--- src/rtl/oflow_mem_buffer_ctrl_multi.sv ---
// Pointer and sequencing controller for the bbox history memory buffer.
// The write side streams the current frame's offsets into a circular history
// slot, LANES entries per cycle. The read side replays the stored frames to the
// similarity metric, newest first, one line per line_ready handshake.
module oflow_mem_buffer_ctrl_multi #(
  parameter int MAX_HIST = 8,
  parameter int MAX_BBOX = 64,
  parameter int LANES    = 2,
  parameter int OFF_W    = $clog2(MAX_BBOX),
  parameter int CNT_W    = $clog2(MAX_BBOX + 1),
  parameter int SLOT_W   = $clog2(MAX_HIST)
) (
  input  logic                     clk,
  input  logic                     reset_N,
  input  logic [SLOT_W:0]          num_hist,
  input  logic [CNT_W-1:0]         num_bbox,
  input  logic                     start_write,
  input  logic                     ready_from_core,
  output logic                     wr_valid,
  output logic [SLOT_W-1:0]        wr_slot,
  output logic [LANES*OFF_W-1:0]   wr_offset,
  output logic [LANES-1:0]         wr_lane_en,
  output logic                     done_write,
  input  logic                     start_read,
  input  logic                     line_ready,
  output logic                     rd_valid,
  output logic [SLOT_W-1:0]        rd_slot,
  output logic [LANES*OFF_W-1:0]   rd_offset,
  output logic [LANES-1:0]         rd_lane_en,
  output logic [SLOT_W-1:0]        rd_hist_idx,
  output logic                     done_read,
  output logic [SLOT_W:0]          valid_frames,
  output logic                     busy
);

  // Base pointers run up to one line past the frame end, so they need headroom.
  localparam int BW = $clog2(MAX_BBOX + 2 * LANES + 1);
  localparam int HW = SLOT_W + 1;

  typedef enum logic [1:0] {W_IDLE, W_RUN, W_DONE} wstate_t;
  typedef enum logic [2:0] {R_IDLE, R_LOAD, R_WAIT, R_ISSUE, R_DONE} rstate_t;

  wstate_t            w_state, w_next;
  rstate_t            r_state, r_next;

  logic [CNT_W-1:0]   end_ptr [MAX_HIST];
  logic [SLOT_W-1:0]  wr_ptr_slot;
  logic [HW-1:0]      vf_q;
  logic [HW-1:0]      nh_q;

  logic [SLOT_W-1:0]  w_slot;
  logic [BW-1:0]      w_base;
  logic [BW-1:0]      w_num;

  logic [HW-1:0]      r_n;
  logic [HW-1:0]      r_h;
  logic [SLOT_W-1:0]  r_slot;
  logic [BW-1:0]      r_base;
  logic [BW-1:0]      r_end;

  logic               w_idle, r_idle, busy_int;
  logic               w_start, r_start, cfg_load;
  logic               w_last, r_line_last, r_h_last, r_skip, r_adv;

  // Wrap increment/decrement of a slot index against the active history depth.
  function automatic logic [SLOT_W-1:0] slot_inc(input logic [SLOT_W-1:0] s,
                                                 input logic [HW-1:0] nh);
    return ({1'b0, s} == nh - HW'(1)) ? '0 : s + SLOT_W'(1);
  endfunction

  function automatic logic [SLOT_W-1:0] slot_dec(input logic [SLOT_W-1:0] s,
                                                 input logic [HW-1:0] nh);
    return (s == '0) ? SLOT_W'(nh - HW'(1)) : s - SLOT_W'(1);
  endfunction

  assign w_idle      = (w_state == W_IDLE);
  assign r_idle      = (r_state == R_IDLE);
  assign busy_int    = !w_idle || !r_idle;
  assign w_start     = w_idle && start_write;
  assign r_start     = r_idle && start_read;
  assign w_last      = (w_base + BW'(LANES) >= w_num);
  assign r_line_last = (r_base + BW'(LANES) >= r_end);
  assign r_h_last    = (r_h + HW'(1) == r_n);
  assign r_skip      = (r_state == R_LOAD) && (end_ptr[r_slot] == '0);
  assign r_adv       = r_skip || ((r_state == R_ISSUE) && r_line_last);
  // A new depth is only taken while fully idle and not in a start cycle, so the
  // clamp of wr_ptr_slot can never race a slot being latched by a new write.
  assign cfg_load    = !busy_int && !start_write && !start_read && (num_hist != nh_q);

  // Write FSM state register.
  always_ff @(posedge clk or negedge reset_N) begin
    if (!reset_N) w_state <= W_IDLE;
    else          w_state <= w_next;
  end

  // Write FSM next-state logic.
  always_comb begin
    w_next = w_state;
    case (w_state)
      W_IDLE:  if (start_write) w_next = (num_bbox == '0) ? W_DONE : W_RUN;
      W_RUN:   if (ready_from_core && w_last) w_next = W_DONE;
      W_DONE:  w_next = W_IDLE;
      default: w_next = W_IDLE;
    endcase
  end

  // Write FSM outputs: one line of offsets per accepted cycle.
  always_comb begin
    wr_valid   = (w_state == W_RUN) && ready_from_core;
    wr_slot    = wr_valid ? w_slot : '0;
    wr_offset  = '0;
    wr_lane_en = '0;
    for (int k = 0; k < LANES; k++) begin
      if (wr_valid) begin
        wr_offset[k*OFF_W +: OFF_W] = OFF_W'(w_base + BW'(k));
        wr_lane_en[k]               = (w_base + BW'(k) < w_num);
      end
    end
    done_write = (w_state == W_DONE);
  end

  // Slot bookkeeping: end pointers, write slot pointer, readable frame count, depth.
  always_ff @(posedge clk or negedge reset_N) begin
    if (!reset_N) begin
      for (int i = 0; i < MAX_HIST; i++) end_ptr[i] <= '0;
      wr_ptr_slot <= '0;
      vf_q        <= '0;
      nh_q        <= HW'(MAX_HIST);
    end else begin
      if (w_start) end_ptr[wr_ptr_slot] <= num_bbox;
      if (w_state == W_DONE) begin
        wr_ptr_slot <= slot_inc(wr_ptr_slot, nh_q);
        vf_q        <= (vf_q >= nh_q - HW'(1)) ? nh_q - HW'(1) : vf_q + HW'(1);
      end else if (cfg_load) begin
        nh_q <= num_hist;
        if (num_hist < vf_q + HW'(1)) begin
          vf_q        <= num_hist - HW'(1);
          wr_ptr_slot <= '0;
        end
      end
    end
  end

  // Write datapath: latched slot, frame size and running base offset.
  always_ff @(posedge clk) begin
    if (w_start) begin
      w_slot <= wr_ptr_slot;
      w_num  <= BW'(num_bbox);
      w_base <= '0;
    end else if ((w_state == W_RUN) && ready_from_core) begin
      w_base <= w_base + BW'(LANES);
    end
  end

  // Read FSM state register.
  always_ff @(posedge clk or negedge reset_N) begin
    if (!reset_N) r_state <= R_IDLE;
    else          r_state <= r_next;
  end

  // Read FSM next-state logic.
  always_comb begin
    r_next = r_state;
    case (r_state)
      R_IDLE:  if (start_read) r_next = (vf_q == '0) ? R_DONE : R_LOAD;
      R_LOAD:  if (end_ptr[r_slot] == '0) r_next = r_h_last ? R_DONE : R_LOAD;
               else                       r_next = R_WAIT;
      R_WAIT:  if (line_ready) r_next = R_ISSUE;
      R_ISSUE: if (!r_line_last) r_next = R_WAIT;
               else              r_next = r_h_last ? R_DONE : R_LOAD;
      R_DONE:  r_next = R_IDLE;
      default: r_next = R_IDLE;
    endcase
  end

  // Read FSM outputs: a single issue cycle per line.
  always_comb begin
    rd_valid    = (r_state == R_ISSUE);
    rd_slot     = rd_valid ? r_slot : '0;
    rd_hist_idx = rd_valid ? r_h[SLOT_W-1:0] : '0;
    rd_offset   = '0;
    rd_lane_en  = '0;
    for (int k = 0; k < LANES; k++) begin
      if (rd_valid) begin
        rd_offset[k*OFF_W +: OFF_W] = OFF_W'(r_base + BW'(k));
        rd_lane_en[k]               = (r_base + BW'(k) < r_end);
      end
    end
    done_read = (r_state == R_DONE);
  end

  // Read control: frame snapshot and history index.
  always_ff @(posedge clk or negedge reset_N) begin
    if (!reset_N) begin
      r_n <= '0;
      r_h <= '0;
    end else if (r_start) begin
      r_n <= vf_q;
      r_h <= '0;
    end else if (r_adv) begin
      r_h <= r_h + HW'(1);
    end
  end

  // Read datapath: the newest slot is fixed at start from the pre-write pointer,
  // then walks backwards by wrap decrement as each frame completes.
  always_ff @(posedge clk) begin
    if (r_start) r_slot <= slot_dec(wr_ptr_slot, nh_q);
    else if (r_adv) r_slot <= slot_dec(r_slot, nh_q);
    if (r_state == R_LOAD) begin
      r_base <= '0;
      r_end  <= BW'(end_ptr[r_slot]);
    end else if (r_state == R_ISSUE) begin
      r_base <= r_base + BW'(LANES);
    end
  end

  assign valid_frames = vf_q;
  assign busy         = busy_int;

endmodule
--- config.mk ---
export PLATFORM = sky130hd
export DESIGN_NAME = oflow_mem_buffer_ctrl_multi
export DESIGN_NICKNAME = d
export VERILOG_FILES = /design/src/rtl/oflow_mem_buffer_ctrl_multi.sv
export SDC_FILE = /design/constraint.sdc
export NUM_CORES = 1
export LEC_CHECK = 0
export CORE_MARGIN = 3
export CORE_UTILIZATION = 50
export CTS_CLUSTER_SIZE = 25
export DETAILED_ROUTE_END_ITERATION = 8
export PLACE_DENSITY = 0.74
export SETUP_SLACK_MARGIN = 0.05
export SYNTH_ARGS = -nofsm -noshare
export SYNTH_HDL_FRONTEND = slang
export SYNTH_SLANG_ARGS = --single-unit
--- constraint.sdc ---
create_clock -name clk -period 3.1 [get_ports clk]
set_clock_uncertainty 0.2 [all_clocks]
set_input_delay 0.62 -clock clk [delete_from_list [all_inputs] [get_ports clk]]
set_output_delay 0.62 -clock clk [all_outputs]
set_load 0.1 [all_outputs]
==> impl_results.md <==
- Status: completed
- Top Ports: 63
- TritonCTS clock tree: yes
- # port buffers: 60
- First-pass DRT Iterations: 6
- Final max-slew violation count: 0
- Core area: 12880 µm²
- Maximum vdd ir drop: 0.4814 mV
- Crit path max fanout: 2
- WL/cell: 17.85 µm
- Clock network latency to the later pin of the worst-skew pair: 0.37 ns
- XOR/XNOR Fraction of Synth Area: 4.317%
- HPWL Detailed: 11.54 mm
- Unique cell type count in the Yosys netlist: 65
- ANT cells: 0
- Simple-gate share of the synthesized area: 13.49%
- Post-synthesis register bit count: 112
- Dpl cells: 844
- Fin util: 63.96%
- Layout area overhead: 23.01%
- Non-filler cells, final: 861
- Pleak: 0.003826 µW
- Total CTS buffers: 9
- Final WL: 15.37 mm
- Mux contribution to synthesized area: 16.60%
- Placed cell area: 7881 µm²
- Most frequent cells in the layout: dfrtp_1 (77), mux2_2 (70), nand2_1 (46)
- Mapped Cells: 622
- RSZ-0062 raised after global routing: no
- Total power: 8522 µW
- CP Class: reg2out
- Register area share after synthesis: 42.48%
- Largest family of logic cells by synthesized area: multiplexers
- Global route total overflow: 0
- Synth Flop Type: dfrtp_1
- Share of layout cells above drive strength 1: 29.17%
- Die W: 121.7 µm
- Die Footprint: 14810 µm²
- YS warnings: 0
- Depth of the CTS H-tree: 3
- Die Height: 121.7 µm
- Crit share post-route: 96.47%
- Mapped Area: 6695 µm²
- Finished Cell Area: 8235 µm²
- Rows: 41
- Critical path cell sequence: inv_2, ha_1, a21o_1, a21o_1, a2111oi_4, buf_4, o21a_2, buf_12
- Critical path capture point type: primary output
- Vias in the first global route: 5055
- Detailed Route Iter0 Violations: 465
- Routability Congestion: 0.9307
- Vias per cell: 5.768
- CTS sink cnt: 112
- Avg Inst Size Synth: 10.76 µm²
- CP arrival: 2.17 ns
- Residual DRC: 0
- Worst path max stage delay: 0.38 ns
- Tot GR Track Use: 21.49%
- Tightest Hold Check Type: in2async
- Setup crit start kind: register
- First-pass GRT wire length: 25.02 mm
- Effective utilization at floorplan: 52.00%
- Vias: 4966
- Critical path required time: 2.28 ns
- Final nets: 746
- CTS max path bufs: 2
- Post-synthesis adder-cell area fraction: 8.410%
- Root Driver: clkbuf_16
- Max_cap viols: 0
- Worst slew margin: 54.43%
- Post-synth ARST share: 71.43%
- Initial antenna violation count: 0
- FMAX: 334.4 MHz
- # hold bufs at CTS: 0
- Remaining antenna violation count after routing: 0
- Worst-path clk slew: 0.07 ns
- Worst-margin pin slew: 0.6835 ns
- Most frequent CP cell: a21o_1
- Endpoints failing setup: 0
- Pwr dens: 1035 nW/µm²
- Number of flops mapped to enable cells by yosys: 20
- Pin count of the biggest net entering global routing: 53
- Complex-gate fraction of the synthesized area: 9.400%
- Critical-path top delay cell: edfxtp_1
- Most common cell after layout, fill and taps aside: dfrtp_1
- Final hold vios: 0
- Final TNS setup: 0 ns
- Post-route minimum period: 2.991 ns
==> power by group <==
group | internal [µW] | leakage (µW) | switching [µW]
Sequential | 1870 | 0.00134 | 383
Clock | 614 | 0.000153 | 595
Combinational | 1970 | 0.00234 | 3090
==> flip-flops by register name (all words and copies together) (netlist names) <==
name,flops
end_ptr,56
nh_q,4
r_base,6
r_end,7
r_h,4
r_n,4
r_slot,3
r_state,3
valid_frames,4
w_base,6
w_num,7
w_slot,3
w_state,2
wr_ptr_slot,3
==> cells in the mapped netlist, types with 4 or more instances <==
| library cell | instances | area [µm²] |
|---|---|---|
| nor3b_1 | 4 | 30.03 |
| xor2_1 | 18 | 157.7 |
| clkinv_1 | 4 | 15.01 |
| xnor2_1 | 15 | 131.4 |
| nand2_1 | 46 | 172.7 |
| and3_1 | 7 | 43.79 |
| mux2_2 | 70 | 788.3 |
| mux2i_1 | 9 | 90.09 |
| dfrtp_1 | 79 | 1977 |
| nor2_1 | 36 | 135.1 |
| nand3_1 | 11 | 55.05 |
| o21bai_1 | 4 | 30.03 |
| clkbuf_1 | 15 | 56.30 |
| inv_1 | 32 | 120.1 |
| and2_1 | 17 | 106.4 |
| o21a_1 | 8 | 60.06 |
| nand2b_1 | 6 | 37.54 |
| dfxtp_1 | 12 | 240.2 |
| or3_1 | 7 | 43.79 |
| mux4_2 | 9 | 202.7 |
| a21o_1 | 7 | 52.55 |
| edfxtp_1 | 20 | 600.6 |
| o21ai_0 | 20 | 100.1 |
| or4_1 | 4 | 30.03 |
| o211ai_1 | 4 | 30.03 |
| a21oi_1 | 19 | 95.09 |
| ha_1 | 45 | 563.0 |
| nor3_1 | 20 | 100.1 |
| buf_4 | 14 | 105.1 |
==> cell type report <==
type | instances | area [µm²]
fill | 977 | 4641
multi-input combinational | 440 | 3575
sequential | 112 | 2849
timing repair buffer | 85 | 1151
clock buffer | 10 | 250.2
tap | 172 | 215.2
inverter | 36 | 136.4
clock inverter | 6 | 58.81
==> critical path: cells and delay by family, from the launching register on <==
family / cells / cell delay [ns]
AO/OA/AOI/OAI: 4 / 0.77
adder cells (fa/ha/maj): 1 / 0.24
buffers and inverters: 3 / 0.41
flip-flops: 1 / 0.38
==> final timing paths <==
check                                        from                     endpoint  slack, ns  cells after the start
min in group clk           end_ptr[9]$_DFFE_PN0P_       end_ptr[9]$_DFFE_PN0P_       0.31                      1
setup reg to reg              nh_q[0]$_DFFE_PN0P_  valid_frames[2]$_DFFE_PN0P_       0.19                      8
hold / removal                            reset_N  valid_frames[0]$_DFFE_PN0P_       0.09                      1
max in group asynchronous                 reset_N      end_ptr[46]$_DFFE_PN0P_       1.92                      2
setup / recovery               w_num[4]$_DFFE_PP_                wr_lane_en[1]       0.11                      8
hold reg to reg            end_ptr[9]$_DFFE_PN0P_       end_ptr[9]$_DFFE_PN0P_       0.31                      1
==> through the flow <==
stage | worst slack (ns) | hold WS (ns)
floorplan | -0.1383 | 0.1244
global placement | 0.1525 | 0.2806
detailed placement | 0.1017 | 0.2886
CTS | 0.06021 | 0.1134
global route | 0.03287 | 0.1307
finish | 0.1094 | 0.08738
==> layer usage <==
layer  up-vias  global-route usage [%]  routed length [µm]
met5         -                       0                   0
met4         0                   9.454                 412
met3        28                   3.853                 725
met2       173                   35.75                7539
met1      2427                   27.57                6690
li1       2338                       -                   -
==> repair_timing <==
action                                  CTS  global route
resized for setup                         3             6
pin swaps                                 1             1
endpoints found under the setup margin    2             7
setup buffers                             0             1
hold endpoints to repair                  0             0
==> logic make-up (layout without fill, tap and decap cells) <==
group | Yosys count | after routing
fa+ha+maj | 45 | 45
buf+inv | 71 | 137
flops | 112 | 112
simple gates | 177 | 177
other cells | 1 | 2
compound gates | 93 | 93
mux | 90 | 90
xor+xnor | 33 | 33
Power figures use the tool's default switching activity.
